## src/rtl/rggen_apb_register_bridge.sv

```systemverilog
// APB3/APB4 slave front end: one APB transfer becomes one register access request.
// Latency: valid one cycle after psel, pready one cycle after ready; watchdog forces an error response.
module rggen_apb_register_bridge #(
  parameter int ADDRESS_WIDTH  = 8,
  parameter int BUS_WIDTH      = 32,
  parameter int TIMEOUT_CYCLES = 16
) (
  input  logic                     i_clk,
  input  logic                     i_rst_n,
  input  logic                     i_psel,
  input  logic                     i_penable,
  input  logic                     i_pwrite,
  input  logic [ADDRESS_WIDTH-1:0] i_paddr,
  input  logic [BUS_WIDTH/8-1:0]   i_pstrb,
  input  logic [BUS_WIDTH-1:0]     i_pwdata,
  output logic                     o_pready,
  output logic [BUS_WIDTH-1:0]     o_prdata,
  output logic                     o_pslverr,
  output logic                     o_register_valid,
  output logic                     o_register_write,
  output logic [ADDRESS_WIDTH-1:0] o_register_address,
  output logic [BUS_WIDTH-1:0]     o_register_write_data,
  output logic [BUS_WIDTH-1:0]     o_register_mask,
  input  logic                     i_register_ready,
  input  logic                     i_register_error,
  input  logic [BUS_WIDTH-1:0]     i_register_read_data
);

  localparam int STRB_WIDTH = BUS_WIDTH / 8;
  localparam int CNT_WIDTH  = (TIMEOUT_CYCLES > 0) ? $clog2(TIMEOUT_CYCLES + 1) : 1;
  localparam int CNT_LAST_I = (TIMEOUT_CYCLES > 0) ? TIMEOUT_CYCLES - 1 : 0;
  localparam logic [CNT_WIDTH-1:0] CNT_MAX  = CNT_WIDTH'(TIMEOUT_CYCLES);
  localparam logic [CNT_WIDTH-1:0] CNT_LAST = CNT_WIDTH'(CNT_LAST_I);

  typedef enum logic [1:0] {
    IDLE    = 2'd0,
    BUSY    = 2'd1,
    RESPOND = 2'd2
  } state_e;

  state_e                   state;
  state_e                   state_next;
  logic [CNT_WIDTH-1:0]     busy_count;
  logic                     timeout;
  logic [BUS_WIDTH-1:0]     strb_mask;
  logic                     write_q;
  logic [ADDRESS_WIDTH-1:0] address_q;
  logic [BUS_WIDTH-1:0]     write_data_q;
  logic [BUS_WIDTH-1:0]     mask_q;
  logic [BUS_WIDTH-1:0]     prdata_q;
  logic                     pslverr_q;

  // The access phase is implied by the FSM, so penable carries no information here.
  logic unused_penable;
  assign unused_penable = i_penable;

  // Expiry fires on the last allowed BUSY cycle; a ready in that same cycle takes precedence.
  assign timeout = (TIMEOUT_CYCLES > 0) && (state == BUSY) && !i_register_ready &&
                   (busy_count >= CNT_LAST);

  always_comb begin
    strb_mask = '0;
    for (int i = 0; i < STRB_WIDTH; i++) begin
      strb_mask[8*i+:8] = {8{i_pstrb[i]}};
    end
  end

  always_ff @(posedge i_clk or negedge i_rst_n) begin
    if (!i_rst_n) begin
      state <= IDLE;
    end else begin
      state <= state_next;
    end
  end

  always_comb begin
    state_next = state;
    case (state)
      IDLE:    if (i_psel) state_next = BUSY;
      BUSY:    if (i_register_ready || timeout) state_next = RESPOND;
      RESPOND: state_next = IDLE;
      default: state_next = IDLE;
    endcase
  end

  always_comb begin
    o_register_valid = 1'b0;
    o_pready         = 1'b0;
    o_prdata         = '0;
    o_pslverr        = 1'b0;
    case (state)
      BUSY: o_register_valid = 1'b1;
      RESPOND: begin
        o_pready  = 1'b1;
        o_prdata  = prdata_q;
        o_pslverr = pslverr_q;
      end
      default: ;
    endcase
  end

  always_ff @(posedge i_clk or negedge i_rst_n) begin
    if (!i_rst_n) begin
      write_q      <= 1'b0;
      address_q    <= '0;
      write_data_q <= '0;
      mask_q       <= '0;
    end else if ((state == IDLE) && i_psel) begin
      write_q      <= i_pwrite;
      address_q    <= i_paddr;
      write_data_q <= i_pwdata;
      mask_q       <= i_pwrite ? strb_mask : '1;
    end
  end

  // Clearing while IDLE is equivalent to clearing on BUSY entry, since BUSY is only entered from IDLE.
  always_ff @(posedge i_clk or negedge i_rst_n) begin
    if (!i_rst_n) begin
      busy_count <= '0;
    end else if (state == IDLE) begin
      busy_count <= '0;
    end else if ((state == BUSY) && (busy_count != CNT_MAX)) begin
      busy_count <= busy_count + CNT_WIDTH'(1);
    end
  end

  always_ff @(posedge i_clk or negedge i_rst_n) begin
    if (!i_rst_n) begin
      prdata_q  <= '0;
      pslverr_q <= 1'b0;
    end else if ((state == BUSY) && i_register_ready) begin
      prdata_q  <= write_q ? '0 : i_register_read_data;
      pslverr_q <= i_register_error;
    end else if (timeout) begin
      prdata_q  <= '0;
      pslverr_q <= 1'b1;
    end
  end

  assign o_register_write      = write_q;
  assign o_register_address    = address_q;
  assign o_register_write_data = write_data_q;
  assign o_register_mask       = mask_q;

endmodule
```

## config.mk

```make
export PLATFORM = sky130hd
export DESIGN_NAME = rggen_apb_register_bridge
export DESIGN_NICKNAME = d
export VERILOG_FILES = /design/src/rtl/rggen_apb_register_bridge.sv
export SDC_FILE = /design/constraint.sdc
export NUM_CORES = 1
export LEC_CHECK = 0
export ABC_CLOCK_PERIOD_IN_PS = 5500
export CORE_ASPECT_RATIO = 1.1
export CORE_MARGIN = 1.5
export CORE_UTILIZATION = 43
export CTS_CLUSTER_DIAMETER = 120
export DETAILED_ROUTE_END_ITERATION = 12
export GPL_TIMING_DRIVEN = 0
export PLACE_DENSITY = 0.94
export SETUP_SLACK_MARGIN = 0.5
export SLEW_MARGIN = 20
export SYNTH_ARGS = -nofsm -noshare
export SYNTH_HDL_FRONTEND = slang
export SYNTH_SLANG_ARGS = --single-unit
```

## constraint.sdc

```tcl
create_clock -name i_clk -period 5.5 [get_ports i_clk]
set_input_delay 1.375 -clock i_clk [delete_from_list [all_inputs] [get_ports i_clk]]
set_output_delay 1.375 -clock i_clk [all_outputs]
set_load 0.1 [all_outputs]
```

== After elaboration in Yosys (flattened, before gate mapping) ==
Index checks and enable logic that the tools add are counted.

* Bits in registers: 113
* Output and inout bits: 108
* Logic and storage cells: 41

* Add/subtract/negate cells: 1
* Order comparisons: 1
* Equal/unequal tests: 5
* Mux-type cells: 15
* Reduce and logical (&&, ||, !) cells: 11

{| class="wikitable"
|+ Operator list
! cell !! number
|-
| 32-bit two-way mux || 5
|-
| 5-bit two-way mux || 2
|-
| 5-bit by 1-bit adder with 5-bit output (second input constant) || 1
|-
| 5-bit by 4-bit greater-or-equal comparator with 1-bit output (second input constant) || 1
|-
| 1-bit logical AND || 5
|-
| 1-bit two-way mux || 5
|-
| 5-bit inequality test (second input constant) || 1
|-
| 2-bit two-way mux || 2
|-
| 2-bit case mux with 2 select lines || 1
|-
| 2-bit nonzero test || 2
|-
| 2-bit by 1-bit == test with 1-bit output (second input constant) || 1
|-
| 2-bit == test (second input constant) || 1
|-
| 2-bit zero test || 1
|-
| 2-bit by 1-bit inequality test with 1-bit output (second input constant) || 1
|-
| 2-bit inequality test (second input constant) || 1
|-
| 2-bit AND reduction || 1
|-
| 1-bit zero test || 1
|-
| 1-bit logical OR || 1
|}

== Logic depth before layout (Yosys ltp) ==
Gate-level depths: netlist of run 1.

* Word-level depth: 6
* Gate-level depth with buffers: 6
* Mapped depth without buffers: 5

== Worst setup path after synthesis of run 1 ==
OpenSTA, ideal clock, no wires.

* Path type: reg-to-output
* From: register state[0]
* To: output port o_prdata[10]
* Arrival time: 2.620 ns
* Data required time: 4.125 ns
* Setup slack: 1.505 ns
* Cell stages (with the launch flop): 5
* Path through: dfrtp_1 buf_2 nor2b_1 clkbuf_1 and2_1

* Longest elaborated chain between the ends: 2

{| class="wikitable"
|+ Ends and longest elaborated chain
! element !! RTL line !! source
|-
| start, declared || 41 || <nowiki>state_e state;</nowiki>
|-
| start signal, assigned || 72 || <nowiki>state <= state_next;</nowiki>
|-
| 2-bit == test || 91 || <nowiki>case (state)</nowiki>
|-
| 32-bit two-way mux || 91 ||
|-
| end, declared || 17 || <nowiki>output logic [BUS_WIDTH-1:0] o_prdata,</nowiki>
|}

No other way between the ends.

== Final worst setup path of run 1 ==
* From: register state[0]
* To: output port o_prdata[25]

Same word-level chain as after synthesis.

==> metrics.sh, run 1 <==
ROUTED_WL_MM=9.588
PLACEMENT.IO_BUFFERS=189
POST_CTS_BUFFERS=0
GRT_ANTENNA_BEFORE_REPAIR=0
FINAL_CELLS=602
MAXIMUM_CLOCK_RATE_MHz=225.1
CRITPATHARRIVALTIME_NS=3.07
FINISH.UTILIZATION_PCT=71.04
GRT.OVERFLOW.TOTAL=0
CP.DEPTH=5
CLOCK_SINKS=85
NUMBER_OF_RESIZED_INSTANCES_IN_THE_POST_CTS_REPAIR_STEP=0
DPL.CELL_COUNT=586
ROUTE.VIAS.TOTAL=2902
SYNTH_WARNINGS=0
PLACEABLECOREAREA_UM2=8452
GRT_SETUP_UNREPAIRED='false'
ROUTE.DETAILED.VIAS_PER_INST=4.821
GROUTE.USAGE.OVERALL_PCT=20.97
DP.FINAL_HPWL_MM=7.416
SYN-NUM-NETS=371
CTS_MAX_PATH_BUFS=2
SYN_AVG_CELL_AREA_UM2=13.19
CLK_PIN_SLEW_WORST_PATHS_NS=0.10
MIN_DELAY_PATH_DEPTH=1
SETUP_VIOLS_FINAL=0
FINALCRITICALPERIOD_NS=4.442
WL_PER_CELL_UM=15.93
FIRST_GLOBAL_VIAS=3087
SHARE_OF_LAYOUT_CELLS_ABOVE_DRIVE_STRENGTH_1_PCT=25.87
INSERTEDDIODECOUNT=0
COUNT_OF_H_TREE_LEVELS_BUILT_DURING_CTS=3
STORAGE_ELEMENT_AREA_UM2=2127
NUMBER_OF_FILL_CELLS_IN_THE_LAYOUT=587
SYNTH_TOP_CELLS_BY_AREA='dfrtp_1 57%, mux2_2 11%, a22o_2 6.4%'
GLOBALPLACE.CONGESTION=0.7360
HOLD_PATH.CLASS='reg2reg'
SYN_TO_FINAL_GROWTH_PCT=59.70
NETLIST_INSTANCES=285
CRIT_PATH_LAUNCH_TYPE='register'
REG2REGPATHDEPTH=6
CRIT_PATH_END_KIND='primary output'
TRITONCTS='done'
FIRST_PASS_GRT_WIRE_LENGTH_MM=15.16
CRIT_TYPE='reg2out'
CLOCK_TREE.ROOT_CELL='clkbuf_8'
SEQUENTIAL_CELL_AREA_FRACTION_IN_THE_YOSYS_REPORT_PCT=56.57
MULTI_INPUT_AREA_UM2=1272
NETLIST_AREA_UM2=3760
TIMING.MAX_SLEW.REL_SLACK_PCT=31.30
TOTAL_CLOCK_BUFFERS_CREATED_BY_CTS=9
CLKLATENCYLATEPIN_NS=0.35
CHIPHEIGHT_UM=101.1
SYNTH_SEQ_CELLS=85
CLOCK_SKEW_NS=0.01313
YOSYSTOPAREACELL='dfrtp_1'
TIGHTESTPINTRANSITION_NS=1.027
FINAL-MAX-SLEW-VIOLATION-COUNT=0
DRTANTENNAVIOLNETS=0
FINAL.SETUP.TNS_NS=0
INITIAL_CORE_UTIL_PCT=44.49
PATH_CELLS='buf_2, nor2b_1, clkbuf_1, and2_1, clkdlybuf4s50_1'
WORSTPATHREQUIRED_NS=4.12
SYNTH_TOP_CELL_AREA_SHARE_PCT=56.57
HOLD_VIOLATIONS=0
DETAIL_ROUTE.ITER0.VIOLATIONS=61
DIE_AREA_UM2=9314
GRT_MAX_DEGREE=49
STATUS='finished, final reports clean'
DRC_ERRORS=0
WORSTPATHBUFFERINVERTERCOUNT=3
CRIT_SLOWEST_CELL='clkdlybuf4s50_1'
WORSTPATHMAXFANOUT=10
PLACEMENT_ROWS=35
MAX_CAP_VIOL_COUNT=0
FIRSTDRTPASSITERS=4
YS_TYPES=31
TOTAL_NUMBER_OF_NETS_IN_THE_FINAL_DESIGN=572
DIE-WIDTH_UM=92.16
CPPEAKSTAGEDELAY_NS=1.17
MIN_PERIOD_OVER_PERIOD_PCT=80.76
IOS=191
CTS_HOLD_BUFFERS=0
CELL_TYPE_GROUP_WITH_THE_LARGEST_TOTAL_DELAY_ON_THE_CRITICAL_PATH='buffers and inverters'
HOLD_WS_NS=0.4968
==> through the flow <==
step	worst slack, ns	instance area (µm²)
final	1.058	6005
after global routing	0.8641	6005
after CTS	0.9561	6005
after detailed placement	1.303	5816
after global placement	0.1321	5791
after floorplan	1.505	3760
==> synthesized netlist by cell type, drive strengths merged <==
master  number
a21o         1
a21oi        1
a22o        32
a31oi        4
and2        33
and3         1
and4         1
and4bb       1
buf         41
clkbuf       3
dfrtp       85
ha           3
inv         12
mux2        41
mux2i        3
nand2        1
nand2b       1
nand3        2
nand3b       1
nor2         7
nor2b        2
nor3b        1
nor4         1
o21ai        4
o311ai       1
o41ai        2
==> worst register-to-register path, delay by kind of cell, from the launching register on <==
kind / cells / cell delay [ns]
DFF: 1 / 0.44
adders and majority gates: 2 / 0.48
and+or+nand+nor: 1 / 0.22
buffers and inverters: 1 / 0.23
AOI/OAI and AO/OA: 2 / 0.76
==> cell usage in the layout (no fill, tap or decap), types with 2 or more instances in the layout <==
master	Yosys	routed
dfrtp_1	85	85
and2_1	33	33
buf_6	3	3
inv_8	0	2
inv_6	0	3
nor2_1	7	7
a22o_2	24	24
a22o_1	8	8
buf_4	32	33
nor2b_1	2	2
inv_1	12	12
mux2_2	38	38
buf_2	6	6
clkbuf_1	3	3
mux2i_1	3	3
ha_1	3	3
clkbuf_8	0	9
clkdlybuf4s50_1	0	188
mux2_1	3	3
o21ai_0	4	4
nand3_1	2	2
a31oi_1	4	4
==> sequential cells by signal, summed over array words and instances (netlist names) <==
register / flops
o_register_write: 1
busy_count: 5
o_register_mask: 4
o_register_write_data: 32
pslverr_q: 1
state: 2
prdata_q: 32
o_register_address: 8
==> kinds of logic (layout without fill, tap and decap cells) <==
| family | after synthesis | in the layout | share of synthesized area, % |
|---|---|---|---|
| flip-flops | 85 | 85 | 56.57 |
| buffers and inverters | 56 | 262 | 9.584 |
| AND/OR/NAND/NOR | 52 | 52 | 8.785 |
| AO/OA/AOI/OAI | 45 | 45 | 10.98 |
| multiplexers | 44 | 44 | 13.08 |
| adder cells (fa/ha/maj) | 3 | 3 | 0.9984 |
==> worst paths after layout <==
kind	from	end	slack, ns
setup / recovery	state[0]$_DFFE_PN0P_	o_prdata[25]	1.06
hold / removal	o_register_write_data[17]$_DFFE_PN0P_	o_register_write_data[17]$_DFFE_PN0P_	0.50
setup reg to reg	busy_count[0]$_DFFE_PN0P_	prdata_q[6]$_DFFE_PN0P_	3.31
hold reg to reg	o_register_write_data[17]$_DFFE_PN0P_	o_register_write_data[17]$_DFFE_PN0P_	0.50
max in group asynchronous	i_rst_n	prdata_q[23]$_DFFE_PN0P_	3.91
min in group asynchronous	i_rst_n	prdata_q[11]$_DFFE_PN0P_	0.99
==> final cells by class <==
type / count / share of cell area (%)
buffer: 44 / 5.251
clock buffer: 9 / 2.063
clock inverter: 7 / 1.084
inverter: 12 / 0.7502
multi-input combinational: 144 / 21.19
sequential: 85 / 35.42
tap: 111 / 2.313
timing repair buffer: 190 / 31.92
==> metal layers <==
metal  global-route usage [%]  vias up  wire length (µm)
met5                        0        -                 0
met4                    6.746        0               128
met3                    5.354        9               612
met2                    38.46      103              5247
met1                    23.82     1425              3600
li1                         -     1365                 -
Power of run 1 is not shown: default switching activity piles up to over one toggle a cycle in this logic, so the estimate is an artifact.
==> inputs of run 2 (changes only) <==
- ABC_CLOCK_PERIOD_IN_PS: 5500 -> 4600
- CORE_UTILIZATION: 43 -> 40
- PLACE_DENSITY: 0.94 -> 0.88
- clock period: 5.5 -> 4.6 ns (I/O delays scaled with it)
==> metrics.sh, run 2 (synthesis results as in run 1) <==
STATUS='finished, final reports clean'
ROUTE.DETAILED.VIAS_PER_INST=4.850
CLOCK_SKEW_NS=0.01074
IOS=191
CLOCK_TREE.ROOT_CELL='clkbuf_8'
CRIT_PATH_LAUNCH_TYPE='register'
WORSTPATHREQUIRED_NS=3.45
GRT_MAX_DEGREE=49
GRT_ANTENNA_BEFORE_REPAIR=0
DRTANTENNAVIOLNETS=0
MAXIMUM_CLOCK_RATE_MHz=256.4
CLK_PIN_SLEW_WORST_PATHS_NS=0.10
FINAL-MAX-SLEW-VIOLATION-COUNT=0
MOST-COMMON-LAYOUT-CELLS='158 x clkdlybuf4s50_1, 85 x dfrtp_1, 38 x mux2_2'
MULTI_INPUT_AREA_UM2=1272
HOLD_WS_NS=0.4959
NUMBER_OF_FILL_CELLS_IN_THE_LAYOUT=719
INITIAL_CORE_UTIL_PCT=41.74
CELL_TYPE_GROUP_WITH_THE_LARGEST_TOTAL_DELAY_ON_THE_CRITICAL_PATH='buffers and inverters'
SHARE_OF_LAYOUT_CELLS_ABOVE_DRIVE_STRENGTH_1_PCT=27.29
TIMING.MAX_SLEW.REL_SLACK_PCT=32.49
DIE_AREA_UM2=9991
PLACEMENT.IO_BUFFERS=189
REG2REG_SETUP_SLACK_NS=2.42
GRT.OVERFLOW.TOTAL=0
ROUTE.VIAS.TOTAL=2934
GROUTE.USAGE.OVERALL_PCT=19.96
DIE-WIDTH_UM=95.44
MIN_PERIOD_OVER_PERIOD_PCT=84.80
COUNT_OF_H_TREE_LEVELS_BUILT_DURING_CTS=3
WL_PER_CELL_UM=16.06
TOTAL_CLOCK_BUFFERS_CREATED_BY_CTS=9
ROUTED_WL_MM=9.717
CLKLATENCYLATEPIN_NS=0.35
CHIPHEIGHT_UM=104.7
INSERTEDDIODECOUNT=0
CRIT_TYPE='reg2out'
HOLD_VIOLATIONS=0
FIRST_GLOBAL_VIAS=3060
STORAGE_ELEMENT_AREA_UM2=2127
TOTAL_NUMBER_OF_NETS_IN_THE_FINAL_DESIGN=572
CPPEAKSTAGEDELAY_NS=0.86
PLACEMENT_ROWS=36
GLOBALPLACE.CONGESTION=0.8164
PATH_CELLS='buf_2, nor2b_1, clkbuf_1, and2_1, dlygate4sd2_1'
TRITONCTS='done'
FIRST_PASS_GRT_WIRE_LENGTH_MM=15.32
POST_CTS_BUFFERS=0
DETAIL_ROUTE.ITER0.VIOLATIONS=81
WORSTPATHMAXFANOUT=10
SETUP_VIOLS_FINAL=0
DP.FINAL_HPWL_MM=7.531
MAX_CAP_VIOL_COUNT=0
SYN_TO_FINAL_GROWTH_PCT=58.04
LEADING_CELL_TYPE_IN_THE_LAYOUT_FILL_AND_TAPS_EXCLUDED='clkdlybuf4s50_1'
FIRSTDRTPASSITERS=4
PLACEABLECOREAREA_UM2=9009
CTS_HOLD_BUFFERS=0
CRITPATHARRIVALTIME_NS=2.75
GRT_SETUP_UNREPAIRED='false'
CRIT_PATH_END_KIND='primary output'
CTS_MAX_PATH_BUFS=2
WORSTPATHBUFFERINVERTERCOUNT=3
CRIT_SLOWEST_CELL='dlygate4sd2_1'
FINALCRITICALPERIOD_NS=3.901
HOLD_PATH.CLASS='reg2reg'
TIGHTESTPINTRANSITION_NS=1.010
DRC_ERRORS=0
CLOCK_SINKS=85
-- run 2: cell count changes in the layout (fill, tap and decap cells not counted), sizes merged --
cell,delta
clkdlybuf4s15,+3
clkdlybuf4s50,-30
dlygate4sd2,+19
clkbuf,+7
dlymetal6s2s,+1
-- run 2: final cells by class --
class / count / area share, %
Multi-Input combinational cell: 144 / 21.42
Inverter: 12 / 0.7581
Buffer: 44 / 5.306
Clock inverter: 7 / 1.053
Timing Repair Buffer: 190 / 31.19
Clock buffer: 9 / 2.085
Tap cell: 114 / 2.401
Sequential cell: 85 / 35.80
-- run 2: per-layer routing --
metal  vias to the layer above  global-route usage (%)  share of wire [%]
li1                       1364                       -                  -
met1                      1429                   23.00                 36
met2                       128                   34.50                 54
met3                        13                   7.351                8.3
met4                         0                   5.042                1.7
met5                         -                       0                  0
-- run 2: per-stage QoR --
step / setup WS, ns / setup TNS (ns) / utilization [%] / instance area, µm² / cells
2_1_floorplan: 0.8301 / 0 / - / 3760 / 285
3_3_place_gp: -0.6211 / -52.38 / 64.32 / 5794 / 588
3_5_place_dp: 0.7077 / 0 / 64.51 / 5812 / 589
4_1_cts: 0.5281 / 0 / 66.18 / 5962 / 605
5_1_grt: 0.5046 / 0 / 65.96 / 5942 / 605
6_report: 0.6991 / 0 / 65.96 / 5942 / 605
-- run 2: worst paths after layout --
kind,from,cells past startpoint,to
hold reg to reg,o_register_write_data[18]$_DFFE_PN0P_,1,o_register_write_data[18]$_DFFE_PN0P_
setup / recovery,state[0]$_DFFE_PN0P_,5,o_prdata[7]
max in group asynchronous,i_rst_n,2,o_register_write_data[29]$_DFFE_PN0P_
setup reg to reg,busy_count[0]$_DFFE_PN0P_,6,prdata_q[6]$_DFFE_PN0P_
min in group asynchronous,i_rst_n,1,o_register_write_data[27]$_DFFE_PN0P_
hold / removal,o_register_write_data[18]$_DFFE_PN0P_,1,o_register_write_data[18]$_DFFE_PN0P_
-- run 2: worst register-to-register path, cell delays in order, from the launching register on --
cell     delay [ns]
dfrtp_1        0.45
ha_1           0.25
and3_2         0.22
ha_1           0.21
o41ai_4        0.61
buf_6          0.23
a22o_1         0.15
-- run 2: timing repair --
| action | CTS | global route |
|---|---|---|
| gates cloned | 0 | 0 |
| endpoints found under the setup margin | 29 | 11 |
| gates resized for setup | 29 | 18 |
Power of run 2 is left out for the same reason.
